File: src/rtl/pixel_writer_pkg.sv
// Shared constants for the pixel writer return path: register addresses,
// STATUS bit positions and control-write bit indices.
package pixel_writer_pkg;

  localparam int unsigned PIX_W = 32;

  localparam logic [1:0] ADDR_DATA   = 2'd0;
  localparam logic [1:0] ADDR_STATUS = 2'd1;
  localparam logic [1:0] ADDR_POPPED = 2'd2;
  localparam logic [1:0] ADDR_IRQ    = 2'd3;

  localparam int unsigned STATUS_DONE_BIT  = 31;
  localparam int unsigned STATUS_UFLOW_BIT = 30;
  localparam int unsigned STATUS_FULL_BIT  = 29;
  localparam int unsigned STATUS_EMPTY_BIT = 28;

  localparam int unsigned CTRL_CLEAR_BIT     = 0;
  localparam int unsigned CTRL_UFLOW_CLR_BIT = 1;

  // Assemble the STATUS register image; unlisted bits read as zero.
  function automatic logic [31:0] pack_status(input logic        done,
                                              input logic        underflow,
                                              input logic        full,
                                              input logic        empty,
                                              input logic [15:0] count);
    logic [31:0] s;
    s                   = '0;
    s[STATUS_DONE_BIT]  = done;
    s[STATUS_UFLOW_BIT] = underflow;
    s[STATUS_FULL_BIT]  = full;
    s[STATUS_EMPTY_BIT] = empty;
    s[15:0]             = count;
    return s;
  endfunction

endpackage

File: src/rtl/pixel_writer_if.sv
// Host Avalon-MM slave bus plus the datapath valid/ready pixel conduit.
// The irq wire exists only when PIXEL_WRITER_IRQ_EN is defined.
interface pixel_writer_if;
  import pixel_writer_pkg::*;

  logic [1:0]       address;
  logic             read;
  logic [31:0]      readdata;
  logic             write;
  logic [31:0]      writedata;
  logic [PIX_W-1:0] pix_in;
  logic             pix_valid;
  logic             pix_ready;
  logic             done;
`ifdef PIXEL_WRITER_IRQ_EN
  logic             irq;
`endif

  modport master (
    output address, read, write, writedata, pix_in, pix_valid,
`ifdef PIXEL_WRITER_IRQ_EN
    input  irq,
`endif
    input  readdata, pix_ready, done
  );

  modport slave (
    input  address, read, write, writedata, pix_in, pix_valid,
`ifdef PIXEL_WRITER_IRQ_EN
    output irq,
`endif
    output readdata, pix_ready, done
  );

endinterface

File: src/rtl/pixel_sync_fifo.sv
// Single-clock FIFO with combinational head output. Flush has priority over
// push and pop in the same cycle. Count carries one extra bit so a full
// FIFO is distinguishable from an empty one.
module pixel_sync_fifo #(
  parameter int unsigned DEPTH  = 16,
  parameter int unsigned DATA_W = 32
) (
  input  logic                     clk,
  input  logic                     reset_n,
  input  logic                     push,
  input  logic                     pop,
  input  logic                     flush,
  input  logic [DATA_W-1:0]        din,
  output logic [DATA_W-1:0]        dout,
  output logic                     full,
  output logic                     empty,
  output logic [$clog2(DEPTH):0]   count
);

  localparam int unsigned AW = $clog2(DEPTH);
  localparam logic [AW:0] FULL_CNT = (AW + 1)'(DEPTH);

  logic [DATA_W-1:0] mem [DEPTH];
  logic [AW-1:0]     wr_ptr_q, rd_ptr_q;
  logic [AW:0]       count_q;
  logic              do_push, do_pop;

  assign full    = (count_q == FULL_CNT);
  assign empty   = (count_q == '0);
  assign count   = count_q;
  assign dout    = mem[rd_ptr_q];
  assign do_push = push && !full && !flush;
  assign do_pop  = pop && !empty && !flush;

  // Storage array; contents need no reset since empty gates every read.
  always_ff @(posedge clk) begin
    if (do_push) mem[wr_ptr_q] <= din;
  end

  // Pointers wrap naturally because DEPTH is a power of two.
  always_ff @(posedge clk or negedge reset_n) begin
    if (!reset_n) begin
      wr_ptr_q <= '0;
      rd_ptr_q <= '0;
      count_q  <= '0;
    end else if (flush) begin
      wr_ptr_q <= '0;
      rd_ptr_q <= '0;
      count_q  <= '0;
    end else begin
      if (do_push) wr_ptr_q <= wr_ptr_q + 1'b1;
      if (do_pop)  rd_ptr_q <= rd_ptr_q + 1'b1;
      count_q <= count_q + (AW + 1)'(do_push) - (AW + 1)'(do_pop);
    end
  end

endmodule

File: src/rtl/pixel_writer_interface.sv
// Return path of the pixel accelerator: buffers datapath pixels in a FIFO
// and exposes DATA/STATUS/POPPED registers to the host over Avalon-MM with
// fixed read latency 1. done rises once FRAME_PIXELS pixels were drained.
// Optional feature macro: PIXEL_WRITER_IRQ_EN adds IRQ_CTRL at address 3
// and a registered irq output.
module pixel_writer_interface
  import pixel_writer_pkg::*;
#(
  parameter int unsigned DEPTH        = 16,
  parameter int unsigned FRAME_PIXELS = 1024,
  parameter int unsigned DATA_W       = 32
) (
  input  logic           clk,
  input  logic           reset_n,
  pixel_writer_if.slave  bus
);

  localparam int unsigned CW = $clog2(DEPTH) + 1;
  localparam logic [15:0] FRAME_LAST = 16'(FRAME_PIXELS - 1);

  logic [DATA_W-1:0] fifo_dout;
  logic              fifo_full, fifo_empty;
  logic [CW-1:0]     fifo_count;
  logic [15:0]       count16;

  logic              push, pop, rd_data, wr_status, clear, uflow_clr;
  logic [31:0]       readdata_q;
  logic [15:0]       popped_q;
  logic              done_q;
  logic              underflow_q;
  logic              unused_wdata;

  assign count16   = 16'(fifo_count);
  assign push      = bus.pix_valid && !fifo_full;
  assign rd_data   = bus.read && (bus.address == ADDR_DATA);
  assign pop       = rd_data && !fifo_empty;
  assign wr_status = bus.write && (bus.address == ADDR_STATUS);
  assign clear     = wr_status && bus.writedata[CTRL_CLEAR_BIT];
  assign uflow_clr = wr_status && bus.writedata[CTRL_UFLOW_CLR_BIT];
  assign unused_wdata = ^bus.writedata;

  pixel_sync_fifo #(
    .DEPTH  (DEPTH),
    .DATA_W (DATA_W)
  ) u_fifo (
    .clk     (clk),
    .reset_n (reset_n),
    .push    (push),
    .pop     (pop),
    .flush   (clear),
    .din     (bus.pix_in),
    .dout    (fifo_dout),
    .full    (fifo_full),
    .empty   (fifo_empty),
    .count   (fifo_count)
  );

`ifdef PIXEL_WRITER_IRQ_EN
  logic       irq_en_done_q, irq_en_level_q, irq_q;
  logic [7:0] irq_thresh_q;
  logic       wr_irq;

  assign wr_irq = bus.write && (bus.address == ADDR_IRQ);

  // IRQ_CTRL register; not touched by CLEAR.
  always_ff @(posedge clk or negedge reset_n) begin
    if (!reset_n) begin
      irq_en_done_q  <= 1'b0;
      irq_en_level_q <= 1'b0;
      irq_thresh_q   <= '0;
    end else if (wr_irq) begin
      irq_en_done_q  <= bus.writedata[0];
      irq_en_level_q <= bus.writedata[1];
      irq_thresh_q   <= bus.writedata[15:8];
    end
  end

  // Registered interrupt from current done and fill level.
  always_ff @(posedge clk or negedge reset_n) begin
    if (!reset_n) begin
      irq_q <= 1'b0;
    end else begin
      irq_q <= (irq_en_done_q && done_q) ||
               (irq_en_level_q && (count16 >= 16'(irq_thresh_q)));
    end
  end

  assign bus.irq = irq_q;
`endif

  // Read data register: loaded on read, holds otherwise.
  always_ff @(posedge clk or negedge reset_n) begin
    if (!reset_n) begin
      readdata_q <= '0;
    end else if (bus.read) begin
      unique case (bus.address)
        ADDR_DATA:   readdata_q <= fifo_empty ? '0 : 32'(fifo_dout);
        ADDR_STATUS: readdata_q <= pack_status(done_q, underflow_q, fifo_full,
                                               fifo_empty, count16);
        ADDR_POPPED: readdata_q <= {16'h0, popped_q};
`ifdef PIXEL_WRITER_IRQ_EN
        ADDR_IRQ:    readdata_q <= {16'h0, irq_thresh_q, 6'h0, irq_en_level_q,
                                    irq_en_done_q};
`else
        ADDR_IRQ:    readdata_q <= '0;
`endif
        default:     readdata_q <= '0;
      endcase
    end
  end

  // Popped counter, done and sticky underflow; CLEAR overrides a coincident pop.
  always_ff @(posedge clk or negedge reset_n) begin
    if (!reset_n) begin
      popped_q    <= '0;
      done_q      <= 1'b0;
      underflow_q <= 1'b0;
    end else if (clear) begin
      popped_q    <= '0;
      done_q      <= 1'b0;
      underflow_q <= 1'b0;
    end else begin
      if (pop && (popped_q != 16'hFFFF)) popped_q <= popped_q + 16'd1;
      if (pop && (popped_q == FRAME_LAST)) done_q <= 1'b1;
      // A fresh underflow wins over a coincident underflow-clear.
      if (rd_data && fifo_empty) underflow_q <= 1'b1;
      else if (uflow_clr)        underflow_q <= 1'b0;
    end
  end

  assign bus.readdata  = readdata_q;
  assign bus.pix_ready = !fifo_full;
  assign bus.done      = done_q;

endmodule

File: src/flat_wrapper.sv
// flat-port wrapper written by rule: the top's interface ports become plain ports
module pixel_writer_interface_flat import pixel_writer_pkg::*;
#(
  parameter int unsigned DEPTH        = 16,
  parameter int unsigned FRAME_PIXELS = 1024,
  parameter int unsigned DATA_W       = 32
)
  (clk, reset_n, bus_address, bus_read, bus_write, bus_writedata, bus_pix_in, bus_pix_valid, bus_readdata, bus_pix_ready, bus_done);
  pixel_writer_if bus_i ();
  input  logic clk;
  input  logic reset_n;
  input wire logic [$bits(bus_i.address)-1:0] bus_address;
  input wire logic [$bits(bus_i.read)-1:0] bus_read;
  input wire logic [$bits(bus_i.write)-1:0] bus_write;
  input wire logic [$bits(bus_i.writedata)-1:0] bus_writedata;
  input wire logic [$bits(bus_i.pix_in)-1:0] bus_pix_in;
  input wire logic [$bits(bus_i.pix_valid)-1:0] bus_pix_valid;
  output wire logic [$bits(bus_i.readdata)-1:0] bus_readdata;
  output wire logic [$bits(bus_i.pix_ready)-1:0] bus_pix_ready;
  output wire logic [$bits(bus_i.done)-1:0] bus_done;
  assign bus_i.address = bus_address;
  assign bus_i.read = bus_read;
  assign bus_i.write = bus_write;
  assign bus_i.writedata = bus_writedata;
  assign bus_i.pix_in = bus_pix_in;
  assign bus_i.pix_valid = bus_pix_valid;
  assign bus_readdata = bus_i.readdata;
  assign bus_pix_ready = bus_i.pix_ready;
  assign bus_done = bus_i.done;
  pixel_writer_interface #(.DEPTH(DEPTH), .FRAME_PIXELS(FRAME_PIXELS), .DATA_W(DATA_W)) u_core (.clk(clk), .reset_n(reset_n), .bus(bus_i));
endmodule
File: config.mk
export PLATFORM = sky130hd
export DESIGN_NAME = pixel_writer_interface_flat
export DESIGN_NICKNAME = d
export VERILOG_FILES = /design/src/rtl/pixel_writer_pkg.sv /design/src/rtl/pixel_writer_if.sv /design/src/rtl/pixel_sync_fifo.sv /design/src/rtl/pixel_writer_interface.sv /design/src/flat_wrapper.sv
export SDC_FILE = /design/constraint.sdc
export NUM_CORES = 1
export LEC_CHECK = 0
export BUFFER_PORTS_ARGS = -buffer_cell sky130_fd_sc_hd__buf_4
export CAP_MARGIN = 20
export CORE_MARGIN = 2
export CORE_UTILIZATION = 65
export CTS_CLUSTER_DIAMETER = 120
export DETAILED_ROUTE_END_ITERATION = 10
export PLACE_DENSITY = 0.81
export SKIP_LAST_GASP = 1
export SYNTH_ARGS = -nofsm -noshare
export SYNTH_HDL_FRONTEND = slang
export SYNTH_SLANG_ARGS = --single-unit
File: constraint.sdc
create_clock -name clk -period 6 [get_ports clk]
set_clock_uncertainty 0.15 [all_clocks]
set_input_delay 1.2 -clock clk [delete_from_list [all_inputs] [get_ports clk]]
set_output_delay 1.2 -clock clk [all_outputs]
set_load 0.01 [all_outputs]
==> results.md, run 1 <==
* Final period util at 0.659
* Met2 Track Usage GR at 0.456
* Starting Density at 0.655
* Sw Ratio at 0.264
* Gp weighted congestion at about 0.8
* Initial antenna violation count at 2
* Post-DP HPWL at approximately 26 mm
* Max Slew Vio Count at 0
* Clk sink count at around 580
* Clock buffer depth at 3
* Iteration count of the initial detailed-routing pass at 6
* Post-Route Utilization at 0.735
* Die area at between 30000 and 40000 µm²
* Num CTS Buffers at 53
* Reg-to-Reg End: u_core.u_fifo.count[4]
* DRC at 0
* Vias in the first global route at ~11000
* Largest net degree at the start of global routing at 88
* Critical Path RT at 6.25 ns
* Pre-CTS WS at around 1.6 ns
* Unrepaired setup endpoints after global routing: false
* CTS root buf: clkbuf_16
* Reg area at ~17000 µm²
* Met3 Use GR at 0.0456
* Synth-to-layout area growth at 12.2%
* Cts repair resizes at 0
* Final min period at 3.96 ns
* Seq/Total Area, Yosys at 0.753
* Final Hold Viols at 0
* Crit path launch type: flip-flop
* H-tree depth at 2
* Syn Nets at about 1100
* Worst-Margin Slew at 1.14 ns
* Grt peak-use layer: met2
* MaxCap Viol Count at 0
* CTS Hold Bufs at 0
* Combinational Power Share at 0.209
* Critical Path End Type: flip-flop
* Clock Power Share at 0.306
* Core ar. at roughly 34000 µm²
* PwrDens at about 420 nW/µm²
* Commonest non-fill, non-tap cell in the layout: edfxtp_1
* Max Clk Rate at between 200 and 300 MHz
* Layout fillers at about 1900
* Setup TNS at 0 ns
* Routed WL at between 40 and 50 mm
* Rel. slew slack at 0.229
* Crit Path Class: reg2reg
* Synth warn at 0
* Layout cell share with drive strength beyond 1 at 0.287
* Int Pwr at 7.82 mW
* GRT Util Overall at 0.279
* Worst vdd ir at roughly 270 µV
* GRT overflow at 0
* Routed vias at around 11000
* Synth cell types at 52
* Mapped Cells at roughly 1100
* Synthesized area per cell at between 20 and 25 µm²
* Max Fanout on Critical Path at 6
* Per-cell routed wire length at a little under 30 µm
* Iteration-0 DRC Markers at ~1400
* IO buf count at 74
* Flop-to-flop setup slack at around 2.0 ns
* Pleak at approximately 8.4 nW
* Worst skew pair latency at 0.57 ns
* Routed Antenna Nets at 0
* Status: complete, no violations
* Worst min path class: in2async
* # rows at 68
* CTS tree: done
* Ports at around 110
* Most frequent cells in the layout: 512 x edfxtp_1, 123 x mux4_2, 91 x buf_4
* Die H at ~190 µm
* Post-CTS Setup Bufs at 0
* Critical path data arrival time at 4.20 ns
* Launching point of the worst reg2reg path: u_core.u_fifo.count[3]
* Reg power frac at 0.485
* Mapped Area at approximately 23000 µm²
* Reg2Reg Depth at 15
* Layout net count at 1231
* Worst-path clk slew at roughly 0.07 ns
* Number of synthesized register bits at about 580
* Met1 Track Usage GR at 0.397
* First-pass GRT wire length at ~73 mm
* Multi-input gate area at roughly 5200 µm²
* P_sw at between 2 and 3 mW
* Die Wd at approximately 190 µm
* Vias per cell at ~6.7
* Worst setup margin at ~2.0 ns
* Setup-failing EPs final at 0
-- how the worst max path moves through the flow --
stage          cells after the start                    from                     end  slack (ns)
3_5_place_dp                      14                bus_read  u_core.u_fifo.count[4]        1.64
5_1_grt                           15  u_core.u_fifo.count[3]  u_core.u_fifo.count[4]        1.80
3_3_place_gp                      14                bus_read  u_core.u_fifo.count[4]        1.73
6_report                          15  u_core.u_fifo.count[3]  u_core.u_fifo.count[4]        2.04
4_1_cts                           15  u_core.u_fifo.count[3]  u_core.u_fifo.count[4]        2.13
2_1_floorplan                     15          bus_address[1]  u_core.u_fifo.count[4]        2.25
-- worst max-delay path, stage by stage, from the launching register on --
cell and delay (ns):
dfrtp_1 0.42, inv_1 0.09, ha_1 0.15, nor4bb_1 0.90, nor2b_1 0.35, nand2_1 0.29
ha_1 0.29, inv_1 0.07, ha_1 0.17, inv_1 0.06, fa_1 0.43, inv_1 0.07
a21oi_1 0.06, nor2_1 0.11, or3_1 0.12, a21oi_1 0.07
-- routing by layer --
metal,wire [µm],vias up
met3,3800,85
met2,24500,565
met4,1350,0
met5,0,-
met1,19200,5776
li1,-,4581
-- cell usage after synthesis, drive strengths merged --
master	number	area share
a2111oi	3	0.0013
a211oi	3	0.0012
a21o	1	0.00033
a21oi	9	0.0020
a221oi	8	0.0031
a222oi	11	0.0049
a22o	12	0.0047
a22oi	3	0.0010
a31o	1	0.00039
a31oi	2	0.00056
a41o	2	0.00089
and2	18	0.0050
and3	9	0.0025
and4	3	0.0012
and4b	1	0.00044
buf	26	0.0097
clkbuf	29	0.0048
dfrtp	63	0.070
edfxtp	512	0.68
fa	1	0.00089
ha	12	0.0067
inv	13	0.0022
mux2	20	0.010
mux2i	23	0.010
mux4	140	0.14
nand2	16	0.0027
nand2b	1	0.00028
nand3	9	0.0020
nand4	4	0.0011
nand4b	1	0.00039
nor2	37	0.0063
nor2b	3	0.00083
nor3	3	0.00067
nor3b	4	0.0016
nor4	1	0.00028
nor4b	1	0.00067
nor4bb	1	0.00044
o21ai	24	0.0053
or3	1	0.00028
or3b	1	0.00039
xnor2	12	0.0047
xor2	7	0.0027
-- cells by family after synthesis --
kind of cell | Yosys count | synth area share
flops | 575 | 0.753
buf+inv | 68 | 0.0167
mux | 183 | 0.163
simple gates | 114 | 0.0269
fa+ha+maj | 13 | 0.00755
compound gates | 79 | 0.0257
xor+xnor | 19 | 0.00739
-- metrics by stage --
step           hold slack [ns]  area, µm²  total power [mW]  instances
2_1_floorplan            0.330      22500              6.79       1051
3_3_place_gp             0.342      23500              7.33       1543
3_5_place_dp             0.350      23500              7.42       1544
4_1_cts                  0.329      25200              10.7       1642
5_1_grt                  0.335      25300              11.0       1645
6_report                 0.340      25300              10.6       1647
-- sequential cells by signal (all words and copies together), names as in the netlist --
name	cells
u_core.u_fifo.count	5
u_core.bus.done	1
u_core.u_fifo.wr_ptr_q	4
u_core.underflow_q	1
u_core.u_fifo.mem	512
u_core.popped_q	16
u_core.bus.readdata	32
u_core.u_fifo.rd_ptr_q	4
-- power groups by stage --
stage                     Sequential (mW)  Clock (mW)  Combinational [mW]
after floorplan                      5.02           0                1.77
after global placement               5.19           0                2.14
after detailed placement             5.22           0                2.20
after CTS                            5.15        3.28                2.24
after global routing                 5.19        3.44                2.39
final                                5.15        3.25                2.22
-- final cells by class --
| cell class | instances | share of cell area |
|---|---|---|
| inverters | 13 | 0.00193 |
| clock inverters | 27 | 0.00940 |
| well taps | 455 | 0.0225 |
| multi-input cells | 408 | 0.206 |
| flip-flops and latches | 575 | 0.671 |
| clock buffers | 71 | 0.0571 |
| diodes | 2 | 0.000198 |
| repair buffers | 96 | 0.0316 |
Note: power is estimated with default switching activity, not from simulation.
==> inputs of run 2 (changes only) <==
--- a/config.mk
+++ b/config.mk
@@ -5,13 +5,14 @@
 export SDC_FILE = /design/constraint.sdc
 export NUM_CORES = 1
 export LEC_CHECK = 0
+export ABC_AREA = 1
 export BUFFER_PORTS_ARGS = -buffer_cell sky130_fd_sc_hd__buf_4
 export CAP_MARGIN = 20
 export CORE_MARGIN = 2
-export CORE_UTILIZATION = 65
+export CORE_UTILIZATION = 62
 export CTS_CLUSTER_DIAMETER = 120
 export DETAILED_ROUTE_END_ITERATION = 10
-export PLACE_DENSITY = 0.81
+export PLACE_DENSITY = 0.77
 export SKIP_LAST_GASP = 1
 export SYNTH_ARGS = -nofsm -noshare
 export SYNTH_HDL_FRONTEND = slang
==> constraint.sdc (replaced) <==
create_clock -name clk -period 3.7 [get_ports clk]
set_clock_uncertainty 0.15 [all_clocks]
set_input_delay 0.74 -clock clk [delete_from_list [all_inputs] [get_ports clk]]
set_output_delay 0.74 -clock clk [all_outputs]
set_load 0.01 [all_outputs]
==> run 2 against run 1 <==
  * Die area increased by 15%
  * Design area grew 11%
  * Synthesized cell count up 130%
  * Non-clock buffer count increased by 26
  * Global-route usage is 1.6 points higher
  * Hold slack lost 0.28 ns
  * Via count increased by 58%
  * Critical path type unchanged
  * Largest power group unchanged
  * Critical path depth up 3
  * Wire length up 23%
  * Clock power grew 72%
  * Combinational power grew to 2.6 times the previous value
  * Core utilization is 2.8 points lower
==> results.md, run 2 <==
* Status: complete, no violations
* Crit-path most repeated cell: inv_1
* Die H at ~200 µm
* Worst min path class: in2async
* CTS root buf: clkbuf_16
* Worst vdd ir at roughly 470 µV
* Layout fillers at 2761
* Critical Path End Type: flip-flop
* Ports at between 100 and 150
* Hold WS at approximately 0.06 ns
* Die area at ~42000 µm²
* H-tree depth at 2
* Post-synthesis async set-or-reset flop share at 0.110
* Worst-Margin Slew at ~1.1 ns
* Initial antenna violation count at 1
* Crit Path Class: reg2reg
* Combinational Power Share at 0.297
* Slowest stage delay, CP at about 0.43 ns
* Post-CTS Setup Bufs at 0
* Largest register by flop count: u_core.u_fifo.mem
* Max reg flops at between 500 and 600
* Post-DP Area at ~26000 µm²
* DRC at 0
* Max Fanout on Critical Path at 4
* Post-synth top area cell: edfxtp_1
* Synth cell types at 38
* Routed WL at 60.2 mm
* Pleak at about 12 nW
* Pre-CTS WS at roughly 0.43 ns
* Largest net degree at the start of global routing at 118
* MaxCap Viol Count at 0
* Mapped Area at 24900 µm²
* Clock buffer depth at 3
* Pwr Total at 19.6 mW
* Iteration count of the initial detailed-routing pass at 6
* Crit-path cells: inv_1, ha_1, nand2_1, nor2_1, nand2_1, nand2_1, nor2_1, inv_1, ha_1, inv_1, ha_1, inv_1, fa_1, inv_1, a21oi_1, nor2_1, nor3_1, nor3_1
* Max Clk Rate at roughly 310 MHz
* Synth warn at 0
* Syn Nets at 2518
* Crit path launch type: flip-flop
* # rows at 73
* Top post-synthesis cells by area: edfxtp_1 62%, nand2_1 12%, nand3_1 7.3%
* Design area at between 20000 and 30000 µm²
* Setup TNS at 0 ns
* Reg area at roughly 17000 µm²
* CTS Hold Bufs at 0
* Post-synth EDFFs at a little over 500
* Post-Synth Adder-Cell Area at 0.00684
* P_sw at 6.90 mW
* Top-count cell post-synth: nand2_1
* Reg power frac at 0.417
* Post-route insts no fill at 3074
* Worst path slowest cell: fa_1
* Mapped Cells at between 2000 and 2500
* Final Hold Viols at 0
* CP bufs+invs at 5
* Top delay family on crit path: adder cells
* Commonest non-fill, non-tap cell in the layout: nand2_1
* Layout cell share with drive strength beyond 1 at 0.0949
* Critical path data arrival time at 3.54 ns
* Num CTS Buffers at 57
* Final period util at 0.858
* Max Slew Vio Count at 0
* Clock Power Share at 0.285
* Routed vias at approximately 17000
* Cts repair resizes at 0
* Worst skew pair latency at about 0.6 ns
* Dpl cells at 2969
* Rel. slew slack at 0.286
* Synth Area in Compound Gates at 0.0165
* Vias per cell at around 5.7
* Routed Antenna Nets at 0
* Worst setup margin at about 0.53 ns
* XOR/XNOR Fraction of Synth Area at 0.00141
* Unrepaired setup endpoints after global routing: false
* Starting Density at 0.628
* Largest family of logic cells by synthesized area: simple AND/OR/NAND/NOR gates
* Ant diodes at 0
* Layout net count at 2587
* CTS tree: done
* Post-Route Utilization at 0.708
* Synth-to-layout area growth at 12.8%
* Flop-to-flop setup slack at roughly 0.53 ns
* Most frequent cells in the layout: 815 x nand2_1, 512 x edfxtp_1, 365 x nand3_1
* PwrDens at 698 nW/µm²
* Synthesized area per cell at between 10 and 15 µm²
* Number of synthesized register bits at 575
* Seq/Total Area, Yosys at 0.681
* Yosys top cell area share at 0.618
* IO buf count at 74
* Per-cell routed wire length at 19.6 µm
* Die Wd at approximately 200 µm
* Sw Ratio at 0.352
* Int Pwr at around 13 mW
* Launching point of the worst reg2reg path: u_core.u_fifo.count[2]
* Multi-input gate area at 6180 µm²
* Simple-gate share of the synthesized area at 0.219
* GRT overflow at 0
* Post-synthesis mux area share at 0
* Worst-path clk slew at roughly 0.06 ns
* Critical Path RT at slightly above 4 ns
* Reg2Reg Depth at 18
* Final min period at 3.17 ns
* Critical Path Start: u_core.u_fifo.count[2]
* Core ar. at slightly below 40000 µm²
* First-pass GRT wire length at 93.3 mm
* Commonest cells post-synth: 815 x nand2_1, 512 x edfxtp_1, 365 x nand3_1
* GRT Util Overall at 0.295
* Post-DP HPWL at 33.4 mm
* Ys flop type: edfxtp_1
* Iteration-0 DRC Markers at about 2100
* Clk sink count at between 500 and 600
* Gp weighted congestion at 0.876
* Vias in the first global route at approximately 17000
* Reg-to-Reg End: u_core.u_fifo.count[4]
* Setup-failing EPs final at 0
-- run 2: changes by cell type in the layout (fill, tap and decap cells not counted), sizes merged, moves of 20 or more --
cell / before / now
buf: 96 / 122
inv: 16 / 367
mux2: 20 / 0
mux2i: 23 / 0
mux4: 140 / 0
nand2: 16 / 816
nand3: 9 / 366
nor2: 37 / 91
-- run 2: cell families after synthesis --
logic type	Yosys count
flops	575
xor+xnor	4
simple gates	1297
buf+inv	478
compound gates	67
fa+ha+maj	13
-- run 2: worst max-delay path by stage --
stage	to	slack, ns	depth (start not counted)
floorplan	u_core.u_fifo.mem[0][0]	0.33	8
global placement	u_core.u_fifo.count[4]	0.48	18
detailed placement	u_core.u_fifo.count[4]	0.43	18
CTS	u_core.u_fifo.count[4]	0.53	18
global route	u_core.u_fifo.count[4]	0.15	18
finish	u_core.u_fifo.count[4]	0.53	18
-- run 2: routing by layer --
layer  track usage  routed length, µm  up-vias
met5             0                 13        -
met4        0.0963               1450        2
met3        0.0537               6340      121
met2         0.484              29500      895
met1         0.402              22900     8309
li1              -                  -     8070
-- run 2: power by group through the flow --
stage / combinational (mW) / sequential (mW) / clock (mW)
finish: 5.82 / 8.17 / 5.59
global route: 6.43 / 8.22 / 5.86
CTS: 5.76 / 8.16 / 5.61
detailed placement: 5.69 / 8.28 / 0
global placement: 5.54 / 8.25 / 0
floorplan: 3.74 / 8.12 / 0
-- run 2: layout make-up --
type,count,area share
Tap cell,525,0.0234
Sequential cell,575,0.604
Timing Repair Buffer,122,0.0384
Clock buffer,80,0.0571
Multi-Input combinational cell,1381,0.220
Clock inverter,25,0.00727
Inverter,366,0.0492
-- run 2: worst register-to-register path, stage by stage (launching register included) --
cell,delay (ns)
dfrtp_1,0.38
inv_1,0.08
ha_1,0.20
nand2_1,0.07
nor2_1,0.05
nand2_1,0.10
nand2_1,0.13
nor2_1,0.29
inv_1,0.13
ha_1,0.30
inv_1,0.07
ha_1,0.16
inv_1,0.06
fa_1,0.43
inv_1,0.07
a21oi_1,0.06
nor2_1,0.14
nor3_1,0.06
nor3_1,0.16
==> inputs of run 3 (changes only) <==
--- a/config.mk
+++ b/config.mk
@@ -13,6 +13,7 @@
 export CTS_CLUSTER_DIAMETER = 120
 export DETAILED_ROUTE_END_ITERATION = 10
 export PLACE_DENSITY = 0.77
+export RECOVER_POWER = 100
 export SKIP_LAST_GASP = 1
 export SYNTH_ARGS = -nofsm -noshare
 export SYNTH_HDL_FRONTEND = slang
==> run 3 against run 2 <==
  * The flow now finishes with violations (max-capacitance violations, max-slew violations)
  * Die area unchanged
  * First-iteration DRC count decreased by 1.7%
  * Wire length increased by 0.12%
==> results.md, run 3 (synthesized netlist as in run 2, its figures left out) <==
* Worst-path clk slew at approximately 0.060 ns
* Vias per cell at between 5 and 6
* Post-route insts no fill at 3074
* Crit Path Class: reg2reg
* Final min period at between 3 and 4 ns
* Slowest stage delay, CP at slightly above 0.9 ns
* Layout cell share with drive strength beyond 1 at 0.0604
* Rel. slew slack at -0.277
* Layout fillers at ~2900
* Die H at between 200 and 250 µm
* Routed Antenna Nets at 0
* Crit-path cells: inv_1, ha_1, nand2_1, nor2_1, nand2_1, nand2_1, nor2_1, nand3_1, nor2_4, clkbuf_2
* GRT Util Overall at 0.295
* Top delay family on crit path: simple AND/OR/NAND/NOR gates
* Iteration-0 DRC Markers at between 2000 and 2500
* Routed WL at ~60 mm
* Reg area at around 17000 µm²
* Crit path launch type: flip-flop
* Status: complete, but fails checks
* Worst-Margin Slew at about 1.9 ns
* Largest register by flop count: u_core.u_fifo.mem
* Initial antenna violation count at 1
* Most frequent cells in the layout: 815 x nand2_1, 512 x edfxtp_1, 365 x nand3_1
* Hold WS at about 0.29 ns
* Die area at 41700 µm²
* Design area at roughly 28000 µm²
* Routed vias at about 17000
* Starting Density at 0.628
* First-pass GRT wire length at ~93 mm
* Max Slew Vio Count at 130
* Iteration count of the initial detailed-routing pass at 6
* IO buf count at between 70 and 80
* Setup TNS at 0 ns
* Post-Route Utilization at 0.697
* MaxCap Viol Count at 3
* Vias in the first global route at about 17000
* Clk sink count at 575
* Die Wd at around 200 µm
* Clock buffer depth at 3
* Pleak at approximately 12 nW
* Max reg flops at roughly 510
* Layout net count at 2587
* Gp weighted congestion at 0.876
* Max Fanout on Critical Path at 32
* Failing checks: max-capacitance violations, max-slew violations
* GRT overflow at 0
* Num CTS Buffers at 57
* Commonest non-fill, non-tap cell in the layout: nand2_1
* CTS root buf: clkbuf_16
* CP bufs+invs at 2
* Pre-CTS WS at roughly 0.43 ns
* Largest net degree at the start of global routing at roughly 120
* CTS Hold Bufs at 0
* Setup-failing EPs final at 0
* Unrepaired setup endpoints after global routing: false
* Final period util at 0.905
* Post-DP Area at ~26000 µm²
* Worst vdd ir at approximately 470 µV
* Worst min path class: in2reg
* Crit-path most repeated cell: nand2_1
* Multi-input gate area at 6110 µm²
* Post-DP HPWL at between 30 and 40 mm
* PwrDens at between 700 and 800 nW/µm²
* Dpl cells at approximately 3000
* Worst skew pair latency at slightly above 0.6 ns
* Critical Path End Type: flip-flop
* Final Hold Viols at 0
* Cts repair resizes at 0
* Worst setup margin at 0.352 ns
* DRC at 0
* H-tree depth at 2
* Worst path slowest cell: clkbuf_2
* Max Clk Rate at 299 MHz
* Synth-to-layout area growth at 11.0%
* Critical Path RT at between 3 and 4 ns
* Post-CTS Setup Bufs at 0
* Ports at around 110
* Critical path data arrival time at around 3.4 ns
* CTS tree: done
* Per-cell routed wire length at between 15 and 20 µm
* Ant diodes at 0
* # rows at 73
* Core ar. at between 30000 and 40000 µm²
* Pwr Total at slightly below 20 mW
==> run 3: where the power goes <==
part,switching [mW],internal (mW),total (mW)
logic,4.07,1.58,5.66
registers,0.425,7.75,8.18
clock network,2.37,3.21,5.58
==> run 3: worst reg2reg max path, stage by stage (launching register included) <==
cell      delay [ns]
dfrtp_1         0.38
inv_1           0.08
ha_1            0.20
nand2_1         0.07
nor2_1          0.05
nand2_1         0.10
nand2_1         0.13
nor2_1          0.29
nand3_1         0.39
nor2_4          0.17
clkbuf_2        0.93
==> run 3: worst paths after layout <==
| check | from | to | slack (ns) | cells after the start |
|---|---|---|---|---|
| min reg2reg | u_core.bus.readdata[26] | u_core.bus.readdata[26] | 0.33 | 2 |
| max in group asynchronous | reset_n | u_core.u_fifo.rd_ptr_q[1] | 1.82 | 1 |
| max reg2reg | u_core.u_fifo.count[2] | u_core.u_fifo.mem[11][13] | 0.35 | 10 |
| min in group asynchronous | reset_n | u_core.bus.readdata[20] | 0.38 | 1 |
| max | u_core.u_fifo.count[2] | u_core.u_fifo.mem[11][13] | 0.35 | 10 |
| min | bus_address[0] | u_core.underflow_q | 0.29 | 4 |
==> run 3: layout make-up <==
cell class,instances,share of cell area
multi-input cells,1381,0.221
repair buffers,122,0.0255
inverters,366,0.0500
flip-flops and latches,575,0.614
well taps,525,0.0238
clock inverters,25,0.00738
clock buffers,80,0.0580
==> run 3: metal layers <==
layer	track usage	wire length (µm)
met2	0.484	29300
met5	0	13
met4	0.0963	1460
met3	0.0537	5990
met1	0.402	23500
